==> config.mk <==
export PLATFORM = sky130hd
export DESIGN_NAME = fifo_wr_arbiter
export DESIGN_NICKNAME = d
export VERILOG_FILES = /design/src/rtl/fifo_wr_arbiter.sv
export SDC_FILE = /design/constraint.sdc
export NUM_CORES = 1
export LEC_CHECK = 0
export CAP_MARGIN = 20
export CORE_AREA = 2 2 74 58
export DETAILED_ROUTE_END_ITERATION = 7
export DIE_AREA = 0 0 76 60
export PLACE_DENSITY_LB_ADDON = 0.08
export SETUP_SLACK_MARGIN = 0.05
export SLEW_MARGIN = 20
export SYNTH_ARGS = -nofsm -noshare
export SYNTH_HDL_FRONTEND = slang
export SYNTH_SLANG_ARGS = --single-unit
==> constraint.sdc <==
create_clock -name clk -period 4.2 [get_ports clk]
set_clock_uncertainty 0.1 [all_clocks]
set_input_delay 0.42 -clock clk [delete_from_list [all_inputs] [get_ports clk]]
set_output_delay 0.42 -clock clk [all_outputs]
set_load 0.03 [all_outputs]
==> src/rtl/fifo_wr_arbiter.sv <==
// fifo_wr_arbiter
// Shares the write port of one synchronous FIFO between NREQ producers.
// Arbitration is round-robin between packets and packet-atomic within a
// packet: once a producer moves a non-last beat it keeps the write port
// until its last beat goes through. Grant and write enable are combinational
// from the valids so a beat can move in the same cycle it is offered.
module fifo_wr_arbiter #(
  parameter int NREQ  = 4,
  parameter int DSIZE = 8,
  parameter int IDW   = $clog2(NREQ)
) (
  input  logic                  clk,
  input  logic                  rstn,
  input  logic [NREQ-1:0]       req_valid,
  input  logic [NREQ-1:0]       req_last,
  input  logic [NREQ*DSIZE-1:0] req_data,
  output logic [NREQ-1:0]       req_ready,
  input  logic                  fifo_full,
  output logic                  fifo_wr_en,
  output logic [DSIZE-1:0]      fifo_din,
  output logic [IDW-1:0]        fifo_src,
  output logic                  lock_active,
  output logic [IDW-1:0]        lock_owner,
  output logic [15:0]           pkt_cnt
);

  // Arbiter states: free for a new packet, or held by a packet in flight.
  localparam logic [0:0] ST_IDLE   = 1'b0;
  localparam logic [0:0] ST_LOCKED = 1'b1;

  // Requester count at index width plus one, so sums of two indices compare
  // against it without overflow.
  localparam logic [IDW:0]   NREQ_W  = (IDW+1)'(NREQ);
  localparam logic [IDW-1:0] IDX_ONE = IDW'(1);

  // (base + off) mod NREQ for base, off < NREQ. One conditional subtract is
  // enough, and the result never reaches NREQ even when NREQ is not a power
  // of two.
  function automatic logic [IDW-1:0] wrap_add(input logic [IDW-1:0] base,
                                              input logic [IDW-1:0] off);
    logic [IDW:0] sum;
    sum = {1'b0, base} + {1'b0, off};
    if (sum >= NREQ_W) begin
      sum = sum - NREQ_W;
    end else begin
      sum = sum;
    end
    return sum[IDW-1:0];
  endfunction

  // Registered arbitration state.
  logic [0:0]     state_r;
  logic [IDW-1:0] owner_r;
  logic [IDW-1:0] rr_ptr_r;
  logic [15:0]    pkt_cnt_r;

  // Next-state values.
  logic [0:0]     state_nxt_s;
  logic [IDW-1:0] owner_nxt_s;
  logic [IDW-1:0] rr_ptr_nxt_s;
  logic [15:0]    pkt_cnt_nxt_s;

  // Arbitration datapath.
  logic           cand_found_s;
  logic [IDW-1:0] cand_s;
  logic [IDW-1:0] sel_s;
  logic           sel_avail_s;
  logic           grant_en_s;
  logic           xfer_s;
  logic           sel_last_s;
  logic [NREQ-1:0] ready_s;

  // Round-robin candidate: first valid requester scanning upward from rr_ptr.
  always_comb begin
    logic [IDW-1:0] idx_v;
    cand_found_s = 1'b0;
    cand_s       = '0;
    idx_v        = '0;
    for (int k = 0; k < NREQ; k++) begin
      idx_v = wrap_add(rr_ptr_r, IDW'(k));
      if (!cand_found_s && req_valid[idx_v]) begin
        cand_found_s = 1'b1;
        cand_s       = idx_v;
      end else begin
        cand_found_s = cand_found_s;
      end
    end
  end

  // Pick the port being served: the lock owner while locked (even when it
  // has no beat, so others stay blocked), else the round-robin candidate.
  always_comb begin
    if (state_r == ST_LOCKED) begin
      sel_s       = owner_r;
      sel_avail_s = 1'b1;
    end else begin
      sel_s       = cand_s;
      sel_avail_s = cand_found_s;
    end
  end

  // A grant is only possible out of reset and with room in the FIFO.
  assign grant_en_s = rstn & ~fifo_full & sel_avail_s;
  assign xfer_s     = grant_en_s & req_valid[sel_s];
  assign sel_last_s = req_last[sel_s];

  // One-hot ready toward the selected requester; at most one bit is ever set.
  always_comb begin
    ready_s = '0;
    if (grant_en_s) begin
      ready_s[sel_s] = 1'b1;
    end else begin
      ready_s = '0;
    end
  end

  assign req_ready  = ready_s;
  assign fifo_wr_en = xfer_s;
  assign fifo_din   = req_data[sel_s*DSIZE +: DSIZE];
  assign fifo_src   = sel_s;

  // Next-state decision: lock on a non-last beat, release and advance the
  // pointer past the sender on a last beat. Nothing changes without a transfer.
  always_comb begin
    state_nxt_s   = state_r;
    owner_nxt_s   = owner_r;
    rr_ptr_nxt_s  = rr_ptr_r;
    pkt_cnt_nxt_s = pkt_cnt_r;
    case (state_r)
      ST_IDLE: begin
        if (xfer_s) begin
          if (sel_last_s) begin
            rr_ptr_nxt_s  = wrap_add(sel_s, IDX_ONE);
            pkt_cnt_nxt_s = pkt_cnt_r + 16'd1;
          end else begin
            state_nxt_s = ST_LOCKED;
            owner_nxt_s = sel_s;
          end
        end else begin
          state_nxt_s = ST_IDLE;
        end
      end
      ST_LOCKED: begin
        if (xfer_s && sel_last_s) begin
          state_nxt_s   = ST_IDLE;
          owner_nxt_s   = '0;
          rr_ptr_nxt_s  = wrap_add(owner_r, IDX_ONE);
          pkt_cnt_nxt_s = pkt_cnt_r + 16'd1;
        end else begin
          state_nxt_s = ST_LOCKED;
        end
      end
      default: begin
        state_nxt_s   = ST_IDLE;
        owner_nxt_s   = '0;
        rr_ptr_nxt_s  = '0;
        pkt_cnt_nxt_s = pkt_cnt_r;
      end
    endcase
  end

  // State registers; reset drops any lock at once and restarts at requester 0.
  always_ff @(posedge clk or negedge rstn) begin
    if (!rstn) begin
      state_r   <= ST_IDLE;
      owner_r   <= '0;
      rr_ptr_r  <= '0;
      pkt_cnt_r <= 16'd0;
    end else begin
      state_r   <= state_nxt_s;
      owner_r   <= owner_nxt_s;
      rr_ptr_r  <= rr_ptr_nxt_s;
      pkt_cnt_r <= pkt_cnt_nxt_s;
    end
  end

  // Status straight from flops; owner is cleared on release so it reads 0
  // whenever no packet is in flight.
  assign lock_active = (state_r == ST_LOCKED);
  assign lock_owner  = owner_r;
  assign pkt_cnt     = pkt_cnt_r;

endmodule

==> Word-level counts from Yosys, hierarchy flattened <==
Index checks and enable logic that the tools add are counted.
{ "word_totals": {"regBits": 21, "inputBits": 43, "out_inout_bits": 34, "word_cells": 95} }
{ "classes": {"add_sub_neg": 12, "magnitude_cmp": 12, "eq_ne": 4, "shifts": 1, "muxes": 47, "bitwise": 5, "n_reduce_logical": 10} }
{ "ops": {"columns": ["cell", "count"], "rows": [
  ["$mux 16", 3],
  ["$mux 2", 17],
  ["$pmux 16 s2", 1],
  ["$shiftx 32x6->8", 1],
  ["$add 16x1->16 const B", 1],
  ["$ge 3x3->1 const B", 5],
  ["$lt 2x3->1 const B", 5],
  ["$mux 1", 15],
  ["$bmux 1 s2", 6],
  ["$sub 2x1->2 const B", 6],
  ["$add 2x1->3 const B", 3],
  ["$pmux 2 s2", 2],
  ["$add 2x2->3 const B", 2],
  ["$ne 2x2->1 const B", 3],
  ["$reduce_and 3->1", 2],
  ["$logic_and 1x1->1", 5],
  ["$mux 4", 1],
  ["$and 1x1->1", 3],
  ["$ge 2x3->1 const B", 1],
  ["$logic_not 1->1", 3],
  ["$demux 1 s2", 1],
  ["$ge 2x1->1 const B", 1],
  ["$ne 2x1->1 const B", 1],
  ["$not 1->1", 2],
  ["$pmux 1 s2", 1]
]} }

==> Longest topological paths before layout <==
{ "logic_depth": {"word_depth": 21, "mapped_depth": 9, "depth_no_buf": 8} }

==> Least setup slack after synthesis <==
OpenSTA, ideal clock, no wires.
{ "synth_timing": {"path_type": "register to output", "startpoint": "reg (tool-made name)", "endpoint": "out fifo_din[0]", "t_arrival_ps": 2661, "path_slack_ps": 1019, "path_stages_with_launch": 8, "n_path_buf": 2, "path_cell_list": "dfrtp_1 -> buf_2 -> nor4_2 -> o21ai_1 -> nand2_1 -> clkbuf_1 -> nand2_1 -> a31oi_1"} }
{ "synth_rtl": {"columns": ["element", "line", "text"], "rows": [
  ["end, declared", "20", "output logic [DSIZE-1:0] fifo_din,"]
]} }

==> Worst setup path after layout <==
{ "layout_timing": {"startpoint": "in req_valid[1]", "endpoint": "out req_ready[2]"} }
{ "layout_between": {"elab_chain_len": 18, "word_cells_on_any_way": 31, "classes_between": "order compare (2); mux (21); bitwise (1); reduce/logical (7)"} }
{ "layout_rtl": {"columns": ["element", "line", "text"], "rows": [
  ["start, declared", "14", "input logic [NREQ-1:0] req_valid,"],
  ["$bmux 1 s2", "81", "if (!cand_found_s && req_valid[idx_v]) begin"],
  ["$mux 1 (not written as such)", "81", null],
  ["$mux 1", "81", null],
  ["$logic_not 1->1", "81", null],
  ["$logic_and 1x1->1", "81", null],
  ["$mux 1", "81", null],
  ["$logic_not 1->1", "81", null],
  ["$logic_and 1x1->1", "81", null],
  ["[2 not listed]", null, null],
  ["$logic_and 1x1->1", "81", null],
  ["$mux 2", "81", null],
  ["$mux 2", "93", "if (state_r == ST_LOCKED) begin"],
  ["$lt 2x3->1 (not written as such) / $ge 2x1->1 (equally long branches)", "111", "ready_s[sel_s] = 1'b1;"],
  ["$logic_and 1x1->1 (not written as such)", "111", null],
  ["$mux 1 (not written as such)", "111", null],
  ["$demux 1 s2", "111", null],
  ["$mux 4 *", "110", "if (grant_en_s) begin"],
  ["end, declared", "17", "output logic [NREQ-1:0] req_ready,"]
]} }
Every way passes the cells marked *; elsewhere a longest branch is shown, timed or not. The select of a mux whose other input is x is not followed.

==> summary.md <==
| Metric | Value |
|---|---|
| Run status | finished clean |
| Setup CP Type | input port to primary output |
| Final Total Pwr | 1.583 mW |
| IO Port Bufs | 76 |
| Worst-Margin Slew | 644.1 ps |
| Total Die Area | around 0.0046 mm² |
| Chip Height | 60 µm |
| Vias | roughly 1700 |
| H-tree level count | 1 |
| Largest net degree at the start of global routing | 22 |
| WHS | 363.8 ps |
| Sequential fraction of the synthesis area | 0.3163 |
| Mux cell area share after synthesis | 0.08660 |
| # placed instances | 320 |
| Synthesized area | 0.001662 mm² |
| Initial Utilization | 0.4284 |
| Clock-pin slew on the worst setup and hold paths | around 80 ps |
| Clock Sinks | 21 |
| Most frequent cells in the layout | clkdlybuf4s50_1 (76), nand2_1 (25), dfrtp_1 (21) |
| First-pass iteration count of the detailed router | 4 |
| Crit path arrival time | approximately 3300 ps |
| Core Rows | 20 |
| DP Area | 0.002475 mm² |
| Seq cells post-synth | 21 |
| CTS tree | done |
| RSZ-0062 raised after global routing | no |
| CP endpoint kind | primary output |
| Crit path time final | approximately 3800 ps |
| Post-synth EDFFs | 0 |
| Grt total ovfl | 0 |
| Clk_lat worst skew | about 260 ps |
| Dominant synthesized flop cell | dfrtp_1 |
| Worst-case clock buffer depth | 2 |
| Setup_tns | 0 ps |
| Area of the core | between 0.003 and 0.004 mm² |
| Mapped Cells | between 150 and 200 |
| Largest cells by area after synthesis | dfrtp_1 (32%), mux2_2 (7.5%), nand2_1 (5.9%) |
| Final Non-Filler Cells | about 320 |
| Final worst-path cycle share | 0.9024 |
| Final setup violation count | 0 |
| Synth warn | 0 |
| Vias in the first global route | approximately 1600 |
| Area fraction of the dominant cell type after synthesis | 0.3163 |
| Avg Cell Area, Syn | 8.699 µm² |
| First-pass GRT wire length | 7396 µm |
| Pwr Density | around 630 mW/mm² |
| Crit start category | input port |
| Main combinational cell family by area after synthesis | simple AND/OR/NAND/NOR gates |
| Initial DRC Count | 77 |
| ANT cells | 0 |
| DRC viols | 0 |
| IO Pins | 77 |
| Post-DP HPWL | between 3000 and 4000 µm |
| Fin. Hold Viols | 0 |
| Adder-cell share of the synthesized area | 0.03765 |
| Final WL | 4439 µm |
| Path type of the worst min-delay path | flip-flop to flip-flop |
| CTS Buf Count | 3 |
| Async set or reset register ratio after synthesis | 1.000 |
| Wire per inst | between 10 and 15 µm |
| Root buffer cell | clkbuf_8 |
| Nets@finish | approximately 320 |
| Post-Syn Nets | roughly 240 |
| Global Route Usage Sum | 0.2027 |
| Max_cap viols | 0 |
| Die span in x | 76 µm |
| Crit path max fanout | 14 |
| Layout cells sized above 1 | 0.1041 |
| Detail Route Antenna Nets | 0 |
| P&R area growth vs syn | 51.88% |
| Post-layout util | 0.6506 |
| Fillcell total | 340 |
| Xor and xnor fraction of the mapped netlist area | 0.07380 |
| Dpl ws | 193.0 ps |
| Yosys top cell by area | dfrtp_1 |
| Worst vdd ir | approximately 570 µV |
| Most common cell after layout, fill and taps aside | clkdlybuf4s50_1 |
| Synth cell types | 49 |
| Leakage power | between 1 and 1.5 nW |
| Synth Area in Compound Gates | 0.1235 |
| Fmax | about 260 MHz |
| Setup WS post-layout | between 400 and 500 ps |
| Simple-gate share of the synthesized area | 0.3095 |
| Slew Viols, Final | 0 |
| GPL Wtd Cong | about 0.81 |
| Initial antenna violation count | 0 |
| Slew HR | 0.5697 |
| Post-DR vias/cell | ~5.3 |
| Worst Path Required | ~3700 ps |
| Fin area | 0.002524 mm² |
-- repair_timing --
| item | 4_1_cts | 5_1_grt |
|---|---|---|
| resized for setup | 0 | 1 |
| buffers inserted | 0 | 0 |
| endpoints found under the setup margin | 0 | 3 |
| hold buffers | 0 | 0 |
-- worst max-delay path: stages --
cell and delay [ps]:
clkdlybuf4s50_1 590, nor2b_1 100, nor4_2 320, o21ai_1 210, nand2_2 300, clkinv_1 310, ha_1 280, and2_1 130
clkdlybuf4s50_1 580
-- synthesized netlist by cell type (all sizes together), types with 3 or more instances --
master	number
buf	5
nand2	27
xnor2	3
a31oi	10
nor2	14
dfrtp	21
inv	7
nand3	10
nor2b	3
and2	4
and3	4
o21ai	4
mux2	11
nor3	5
nor4	9
ha	5
nand4	4
xor2	11
nand2b	3
-- cells by family (layout without fill, tap and decap cells) --
group / after synthesis / in the layout
xor+xnor: 14 / 14
simple gates: 93 / 93
buf+inv: 16 / 94
mux: 13 / 13
flops: 21 / 21
fa+ha+maj: 5 / 5
compound gates: 29 / 29
-- cell type report --
type	count	area [µm²]	share of cell area
clock buffers	3	41.29	0.01636
flip-flops and latches	21	525.5	0.2082
repair buffers	81	798.3	0.3163
multi-input cells	154	1051	0.4165
inverters	9	33.78	0.01339
well taps	55	68.82	0.02727
clock inverters	1	5.005	0.001983
-- layer usage --
layer	global-route usage	vias up	share of wire	routed length, µm
met1	0.2738	809	0.49	2197
met5	0	-	0	0
li1	-	849	-	-
met2	0.3265	56	0.43	1897
met4	0.03896	0	0.0054	24
met3	0.06495	4	0.072	319
-- worst paths after layout --
check                        startpoint           end  slack [ps]  depth (start not counted)
hold / removal              pkt_cnt[15]   pkt_cnt[15]         360                          1
max in group asynchronous          rstn    pkt_cnt[9]        3240                          2
setup reg to reg              flip-flop   rr_ptr_r[1]        1550                          7
hold reg to reg             pkt_cnt[15]   pkt_cnt[15]         360                          1
setup / recovery           req_valid[1]  req_ready[2]         410                          9
min in group asynchronous          rstn    pkt_cnt[5]         530                          2
-- flip-flops by register name (all words and copies together), names as in the netlist, named ones only --
signal      flops
pkt_cnt        16
lock_owner      2
rr_ptr_r        2
-- where the power goes --
part           leakage [nW]  internal (mW)  total (mW)  switching, mW
Clock                0.0255         0.0662       0.134         0.0679
Combinational         0.801          0.470        1.13          0.665
Sequential            0.257          0.243       0.314         0.0712
No activity file was read; power rests on OpenSTA's default activity.
